===== config.mk =====
export PLATFORM = sky130hd
export DESIGN_NAME = mem_access_stage_flat
export DESIGN_NICKNAME = d
export VERILOG_FILES = /design/src/rtl/mem_access_stage_if.sv /design/src/rtl/mem_access_stage.sv /design/src/flat_wrapper.sv
export SDC_FILE = /design/constraint.sdc
export NUM_CORES = 1
export LEC_CHECK = 0
export ABC_AREA = 1
export BUFFER_PORTS_ARGS = -buffer_cell sky130_fd_sc_hd__buf_2
export CELL_PAD_IN_SITES_DETAIL_PLACEMENT = 2
export CELL_PAD_IN_SITES_GLOBAL_PLACEMENT = 2
export CORE_ASPECT_RATIO = 0.8
export CORE_MARGIN = 3
export CORE_UTILIZATION = 26
export CTS_BUF_LIST = sky130_fd_sc_hd__clkbuf_4
export DETAILED_ROUTE_END_ITERATION = 10
export GPL_ROUTABILITY_DRIVEN = 0
export HOLD_SLACK_MARGIN = 0.12
export PLACE_DENSITY = 0.84
export SLEW_MARGIN = 20
export SYNTH_ARGS = -nofsm -noshare
export SYNTH_HDL_FRONTEND = slang
export SYNTH_SLANG_ARGS = --single-unit

===== constraint.sdc =====
create_clock -name clk -period 5.9 [get_ports clk]
set_input_delay 0.885 -clock clk [delete_from_list [all_inputs] [get_ports clk]]
set_output_delay 0.885 -clock clk [all_outputs]
set_load 0.02 [all_outputs]

===== src/rtl/mem_access_stage_if.sv =====
// Data-memory request/acknowledge bus between the MEM stage and data memory.
// Latency: none (wires only).
// Backpressure: the master holds req/we/addr/wdata until the slave pulses ack.
interface mem_access_stage_if #(
   parameter int DATA_W = 32
);
   logic              mem_req;
   logic              mem_we;
   logic [DATA_W-1:0] mem_addr;
   logic [DATA_W-1:0] mem_wdata;
   logic [DATA_W-1:0] mem_rdata;
   logic              mem_ack;

   modport master (
      output mem_req, mem_we, mem_addr, mem_wdata,
      input  mem_rdata, mem_ack
   );

   modport slave (
      input  mem_req, mem_we, mem_addr, mem_wdata,
      output mem_rdata, mem_ack
   );
endinterface


===== src/rtl/mem_access_stage.sv =====
// MEM pipeline stage: runs loads/stores over a req/ack bus and registers the MEM/WB bundle.
// Latency: 1 falling edge for non-memory ops; 3 edges for a zero-wait access, +1 per wait cycle.
// Backpressure: StallM freezes EX/MEM and upstream while an access is pending; W gets bubbles.
module mem_access_stage #(
   parameter int DATA_W  = 32,
   parameter int TIMEOUT = 15
) (
   input  logic              clk,
   input  logic              rst,
   input  logic              RegWriteM,
   input  logic              MemtoRegM,
   input  logic              MemWriteM,
   input  logic              FlagsWriteM,
   input  logic [DATA_W-1:0] ALUOutM,
   input  logic [DATA_W-1:0] WriteDataM,
   input  logic [3:0]        WA3M,
   input  logic [3:0]        ALUFlagsM,
   mem_access_stage_if.master mem,
   output logic              StallM,
   output logic              mem_err,
   output logic              RegWriteW,
   output logic              MemtoRegW,
   output logic              FlagsWriteW,
   output logic [DATA_W-1:0] ReadDataW,
   output logic [DATA_W-1:0] ALUOutW,
   output logic [3:0]        WA3W,
   output logic [3:0]        ALUFlagsW
);
   localparam int CNT_W = (TIMEOUT < 2) ? 1 : $clog2(TIMEOUT);

   typedef enum logic [1:0] {S_IDLE, S_ACCESS, S_DONE} state_t;

   state_t            state_q, state_d;
   logic [CNT_W-1:0]  cnt_q, cnt_d;
   logic              req_q, req_d;
   logic              we_q, we_d;
   logic [DATA_W-1:0] addr_q, addr_d;
   logic [DATA_W-1:0] wdata_q, wdata_d;
   logic [DATA_W-1:0] rdata_cap_q, rdata_cap_d;
   logic              abort_q, abort_d;
   logic              err_q, err_d;
   logic              regwrite_w_q, regwrite_w_d;
   logic              memtoreg_w_q, memtoreg_w_d;
   logic              flagswrite_w_q, flagswrite_w_d;
   logic [DATA_W-1:0] readdata_w_q, readdata_w_d;
   logic [DATA_W-1:0] aluout_w_q, aluout_w_d;
   logic [3:0]        wa3_w_q, wa3_w_d;
   logic [3:0]        flags_w_q, flags_w_d;

   logic memop, mis;

   assign memop = MemWriteM | MemtoRegM;
   assign mis   = memop & (ALUOutM[1:0] != 2'b00);

   // Stall is gated by rst so a reset in mid-access releases the pipeline at once.
   assign StallM = ~rst & (((state_q == S_IDLE) & memop & ~mis) | (state_q == S_ACCESS));

   // Next-state logic: W controls default to a bubble, W data and bus signals default to hold.
   always_comb begin
      state_d        = state_q;
      cnt_d          = cnt_q;
      req_d          = req_q;
      we_d           = we_q;
      addr_d         = addr_q;
      wdata_d        = wdata_q;
      rdata_cap_d    = rdata_cap_q;
      abort_d        = abort_q;
      err_d          = err_q;
      regwrite_w_d   = 1'b0;
      memtoreg_w_d   = 1'b0;
      flagswrite_w_d = 1'b0;
      readdata_w_d   = readdata_w_q;
      aluout_w_d     = aluout_w_q;
      wa3_w_d        = wa3_w_q;
      flags_w_d      = flags_w_q;

      case (state_q)
         S_IDLE: begin
            if (!memop) begin
               regwrite_w_d   = RegWriteM;
               memtoreg_w_d   = 1'b0;
               flagswrite_w_d = FlagsWriteM;
               readdata_w_d   = '0;
               aluout_w_d     = ALUOutM;
               wa3_w_d        = WA3M;
               flags_w_d      = ALUFlagsM;
            end else if (mis) begin
               err_d = 1'b1;
            end else begin
               state_d = S_ACCESS;
               req_d   = 1'b1;
               we_d    = MemWriteM;
               addr_d  = {ALUOutM[DATA_W-1:2], 2'b00};
               wdata_d = WriteDataM;
               cnt_d   = '0;
            end
         end
         S_ACCESS: begin
            // An ack on the final allowed cycle completes normally rather than aborting.
            if (mem.mem_ack) begin
               if (!we_q) rdata_cap_d = mem.mem_rdata;
               req_d   = 1'b0;
               state_d = S_DONE;
            end else if (cnt_q == CNT_W'(TIMEOUT - 1)) begin
               req_d   = 1'b0;
               abort_d = 1'b1;
               err_d   = 1'b1;
               state_d = S_DONE;
            end else begin
               cnt_d = cnt_q + 1'b1;
            end
         end
         S_DONE: begin
            state_d = S_IDLE;
            if (abort_q) begin
               abort_d = 1'b0;
            end else begin
               // Load+store together behaves as a store: no memory result to write back.
               regwrite_w_d   = RegWriteM;
               memtoreg_w_d   = MemtoRegM & ~MemWriteM;
               flagswrite_w_d = FlagsWriteM;
               readdata_w_d   = MemWriteM ? '0 : rdata_cap_q;
               aluout_w_d     = ALUOutM;
               wa3_w_d        = WA3M;
               flags_w_d      = ALUFlagsM;
            end
         end
         default: state_d = S_IDLE;
      endcase
   end

   // State registers update on the falling edge, matching the pipeline segment registers.
   always_ff @(negedge clk or posedge rst) begin
      if (rst) begin
         state_q        <= S_IDLE;
         cnt_q          <= '0;
         req_q          <= 1'b0;
         we_q           <= 1'b0;
         addr_q         <= '0;
         wdata_q        <= '0;
         rdata_cap_q    <= '0;
         abort_q        <= 1'b0;
         err_q          <= 1'b0;
         regwrite_w_q   <= 1'b0;
         memtoreg_w_q   <= 1'b0;
         flagswrite_w_q <= 1'b0;
         readdata_w_q   <= '0;
         aluout_w_q     <= '0;
         wa3_w_q        <= '0;
         flags_w_q      <= '0;
      end else begin
         state_q        <= state_d;
         cnt_q          <= cnt_d;
         req_q          <= req_d;
         we_q           <= we_d;
         addr_q         <= addr_d;
         wdata_q        <= wdata_d;
         rdata_cap_q    <= rdata_cap_d;
         abort_q        <= abort_d;
         err_q          <= err_d;
         regwrite_w_q   <= regwrite_w_d;
         memtoreg_w_q   <= memtoreg_w_d;
         flagswrite_w_q <= flagswrite_w_d;
         readdata_w_q   <= readdata_w_d;
         aluout_w_q     <= aluout_w_d;
         wa3_w_q        <= wa3_w_d;
         flags_w_q      <= flags_w_d;
      end
   end

   assign mem.mem_req   = req_q;
   assign mem.mem_we    = we_q;
   assign mem.mem_addr  = addr_q;
   assign mem.mem_wdata = wdata_q;
   assign mem_err       = err_q;
   assign RegWriteW     = regwrite_w_q;
   assign MemtoRegW     = memtoreg_w_q;
   assign FlagsWriteW   = flagswrite_w_q;
   assign ReadDataW     = readdata_w_q;
   assign ALUOutW       = aluout_w_q;
   assign WA3W          = wa3_w_q;
   assign ALUFlagsW     = flags_w_q;
endmodule

===== src/flat_wrapper.sv =====
// flat-port wrapper written by rule: the top's interface ports become plain ports
module mem_access_stage_flat 
#(
   parameter int DATA_W  = 32,
   parameter int TIMEOUT = 15
)
  (clk, rst, RegWriteM, MemtoRegM, MemWriteM, FlagsWriteM, ALUOutM, WriteDataM, WA3M, ALUFlagsM, StallM, mem_err, RegWriteW, MemtoRegW, FlagsWriteW, ReadDataW, ALUOutW, WA3W, ALUFlagsW, mem_mem_req, mem_mem_we, mem_mem_addr, mem_mem_wdata, mem_mem_rdata, mem_mem_ack);
  mem_access_stage_if #(.DATA_W(DATA_W)) mem_i ();
  input  logic clk;
  input  logic rst;
  input  logic RegWriteM;
  input  logic MemtoRegM;
  input  logic MemWriteM;
  input  logic FlagsWriteM;
  input  logic [DATA_W-1:0] ALUOutM;
  input  logic [DATA_W-1:0] WriteDataM;
  input  logic [3:0] WA3M;
  input  logic [3:0] ALUFlagsM;
  output logic StallM;
  output logic mem_err;
  output logic RegWriteW;
  output logic MemtoRegW;
  output logic FlagsWriteW;
  output logic [DATA_W-1:0] ReadDataW;
  output logic [DATA_W-1:0] ALUOutW;
  output logic [3:0] WA3W;
  output logic [3:0] ALUFlagsW;
  output wire logic [$bits(mem_i.mem_req)-1:0] mem_mem_req;
  output wire logic [$bits(mem_i.mem_we)-1:0] mem_mem_we;
  output wire logic [$bits(mem_i.mem_addr)-1:0] mem_mem_addr;
  output wire logic [$bits(mem_i.mem_wdata)-1:0] mem_mem_wdata;
  input wire logic [$bits(mem_i.mem_rdata)-1:0] mem_mem_rdata;
  input wire logic [$bits(mem_i.mem_ack)-1:0] mem_mem_ack;
  assign mem_mem_req = mem_i.mem_req;
  assign mem_mem_we = mem_i.mem_we;
  assign mem_mem_addr = mem_i.mem_addr;
  assign mem_mem_wdata = mem_i.mem_wdata;
  assign mem_i.mem_rdata = mem_mem_rdata;
  assign mem_i.mem_ack = mem_mem_ack;
  mem_access_stage #(.DATA_W(DATA_W), .TIMEOUT(TIMEOUT)) u_core (.clk(clk), .rst(rst), .RegWriteM(RegWriteM), .MemtoRegM(MemtoRegM), .MemWriteM(MemWriteM), .FlagsWriteM(FlagsWriteM), .ALUOutM(ALUOutM), .WriteDataM(WriteDataM), .WA3M(WA3M), .ALUFlagsM(ALUFlagsM), .mem(mem_i), .StallM(StallM), .mem_err(mem_err), .RegWriteW(RegWriteW), .MemtoRegW(MemtoRegW), .FlagsWriteW(FlagsWriteW), .ReadDataW(ReadDataW), .ALUOutW(ALUOutW), .WA3W(WA3W), .ALUFlagsW(ALUFlagsW));
endmodule

==> results.cfg <==
[floorplan]
initial_core_util = 0.2696
num_rows = 52
boundaryPins = 254
die_x_um = 189.0
core_area_mm2 = 0.02583
chipHeight_um = 152.4
fp.dieArea_mm2 = 0.02879

[clocking]
clkLatencyLatePin_ns = 0.48
cts_root_buffer = clkbuf_4
htree_levels = 4
path_clk_slew_ns = 0.10
cts_buffer_depth = 2
cts_sinks = 179
cts_tree = yes
cts_buffers = 17
cts_setup_buffers = 0

[drt]
first_pass_iters = 4
drt_iter0_markers = 202
num_vias = 6070
drt_wl_total_mm = 23.01
drtAntennaViolNets = 0
drc = 0
via_per_inst = 4.434
wl_per_cell_um = 16.80

[layout]
final_cells = 1369
drive_above_1_share = 0.2970
fin_util = 0.3445
area_delta_synth_final_pct = 27.78
nets = 1117

[logic_synthesis]
ys_warn_count = 0
synth_area_per_cell_um2 = 9.126
yosys.area.top_type_share = 0.6433
ys_ff_latch = 179
syn-instance-count = 763
synth_top_area_cell = dfrtn_1
synth.area.top_cells = dfrtn_1, nand2_1, o21ai_0
ys_types = 19
ys_seq_area_frac = 0.6433
syn_area_mm2 = 0.006963

[timing]
fin_skew_ns = 0.01970
setup_viol = 0
tns_ns = 0
rsz0062_at_grt = false
slew_headroom = 0.6423
worst_slew_pin_slew_ns = 0.5365
maxSlewViolCount = 0
hold_viol_final = 0
whs_ns = 0.4207

[critical_path]
cp.arrival_ns = 4.79
cp_max_fo = 18
startpoint_type = flip-flop
crit-reg2reg-capture = u_core.cnt_q[0]
rrSetupSlack_ns = 3.94
r2r_start = u_core.state_q[0]
critical_path.max_stage_delay_ns = 0.44
cp_slowest_cell = dfrtn_1
endpoint_kind = output pin
cp-startpoint = u_core.state_q[0]
cp-endpoint = StallM
rr_worst_depth = 6
crit_chain = nor2_2 -> nand3_4 -> a21oi_2 -> buf_2
worstSetupPathType = flip-flop to output pin
critical_path_required_ns = 5.02

[grt]
grt_use_total = 0.1603
grt_pass1_vias = 6627
overflow = 0
grt_first_pass_wirelength_mm = 37.04
grt_max_degree = 90
antenna_found_initial = 2

[power]
p_sw_frac = 0.4051
power_density_mw_per_mm2 = 420.3
seqPwrFrac = 0.495
p_int_uw = 2225
ir_drop_uv = 126.0
p_comb_frac = 0.330
finalPower_uw = 3740
p_sw_uw = 1515
leakage_uw = 0.005091
pwr-share-clk = 0.175

[status]
status = finished clean

[placement]
dp_cells = 1336
hpwlAfterDp_mm = 16.70
port_buffers = 251

[run]
drv_cap = 0

[worst_hold_path]
hold_path.class = flip-flop to flip-flop
## power by group through the flow
stage	sequential (uW)	combinational [uW]	clock [uW]
after floorplan	2160	412	0
after global placement	1850	1200	0
after detailed placement	1870	1260	0
after CTS	1860	1270	701
after global routing	1900	1370	744
final	1850	1230	655
## critical path, delay by kind of cell (launching register included)
family / cells / cell delay [ns]
buf+inv: 1 / 0.19
flops: 1 / 0.44
simple gates: 2 / 0.50
compound gates: 1 / 0.24
## per-stage QoR
step | setup WS (ns) | cell area (um^2)
floorplan | -0.1061 | 6970
global placement | 0.6894 | 8643
detailed placement | 0.6275 | 8643
CTS | 0.07329 | 8891
global route | 0.03305 | 8897
finish | 0.2260 | 8897
## state kept, by name, summed over array words and instances (netlist names), 4 cells and up
name,cells
u_core.ALUFlagsW,4
u_core.ALUOutW,32
u_core.ReadDataW,32
u_core.WA3W,4
u_core.cnt_q,4
u_core.mem.mem_addr,30
u_core.mem.mem_wdata,32
u_core.rdata_cap_q,32
## layer usage
layer	track usage	vias to the layer above	share of wire
met2	0.2666	169	0.48
met4	0.03403	2	0.0064
met5	0	-	0.00030
li1	-	2853	-
met1	0.2093	3036	0.45
met3	0.04531	10	0.061
## cells in the mapped netlist
cell type,number
dfrtn_1,179
nand3_1,76
nor2_1,11
buf_4,2
inv_1,76
nor2_4,1
nor3_2,1
buf_6,1
o21ai_0,97
xnor2_1,1
and3_1,1
ha_1,2
nand2_1,268
conb_1,1
clkbuf_1,27
buf_2,13
inv_2,3
a21oi_1,2
nor2_2,1
## cell usage in the layout, fill, tap and decap left out
cell type	count
inv_2	2
diode_2	1
a21oi_1	1
clkinv_1	4
inv_6	2
dfrtn_1	179
clkinv_2	2
o21ai_0	97
nor2_4	1
buf_12	4
clkinvlp_4	7
xnor2_1	1
buf_4	9
and3_1	1
inv_1	75
buf_2	251
clkbuf_4	18
nand2_1	268
nand3_1	75
nand3_4	1
nor2_1	10
bufinv_16	1
ha_1	2
conb_1	2
nor3_4	1
nor2_2	2
a21oi_2	1
## cell type report
type | instances | area (um^2)
Fill cell | 2994 | 16930
Inverter | 79 | 301.5
Timing Repair Buffer | 264 | 1404
Tap cell | 351 | 439.2
Multi-Input combinational cell | 463 | 2023
Antenna cell | 1 | 2.502
Clock buffer | 18 | 135.1
Clock inverter | 14 | 112.6
Sequential cell | 179 | 4479
## how the worst min path moves through the flow
stage / start / endpoint / slack (ns) / cells past startpoint
2_1_floorplan: u_core.rdata_cap_q[0] / u_core.rdata_cap_q[0] / 0.40 / 2
3_3_place_gp: u_core.mem_err / u_core.mem_err / 0.41 / 2
3_5_place_dp: u_core.WA3W[2] / u_core.WA3W[2] / 0.42 / 2
4_1_cts: u_core.mem_err / u_core.mem_err / 0.42 / 2
5_1_grt: u_core.rdata_cap_q[31] / u_core.rdata_cap_q[31] / 0.45 / 2
6_report: u_core.WA3W[2] / u_core.WA3W[2] / 0.42 / 2
## cells by family after synthesis
| family | Yosys count | share of synthesized area |
|---|---|---|
| adders and majority gates | 2 | 0.003593 |
| AOI/OAI and AO/OA | 99 | 0.07116 |
| and+or+nand+nor | 359 | 0.2099 |
| DFF | 179 | 0.6433 |
| other | 1 | 0.0005386 |
| buffers and inverters | 122 | 0.07026 |
| xor gates and xnor gates | 1 | 0.001258 |
## timing repair
action                     4_1_cts  5_1_grt
hold buffers                     0        0
setup endpoints to repair        0        1
gates resized for setup          0        1
Note: power is estimated with default switching activity, not from simulation.
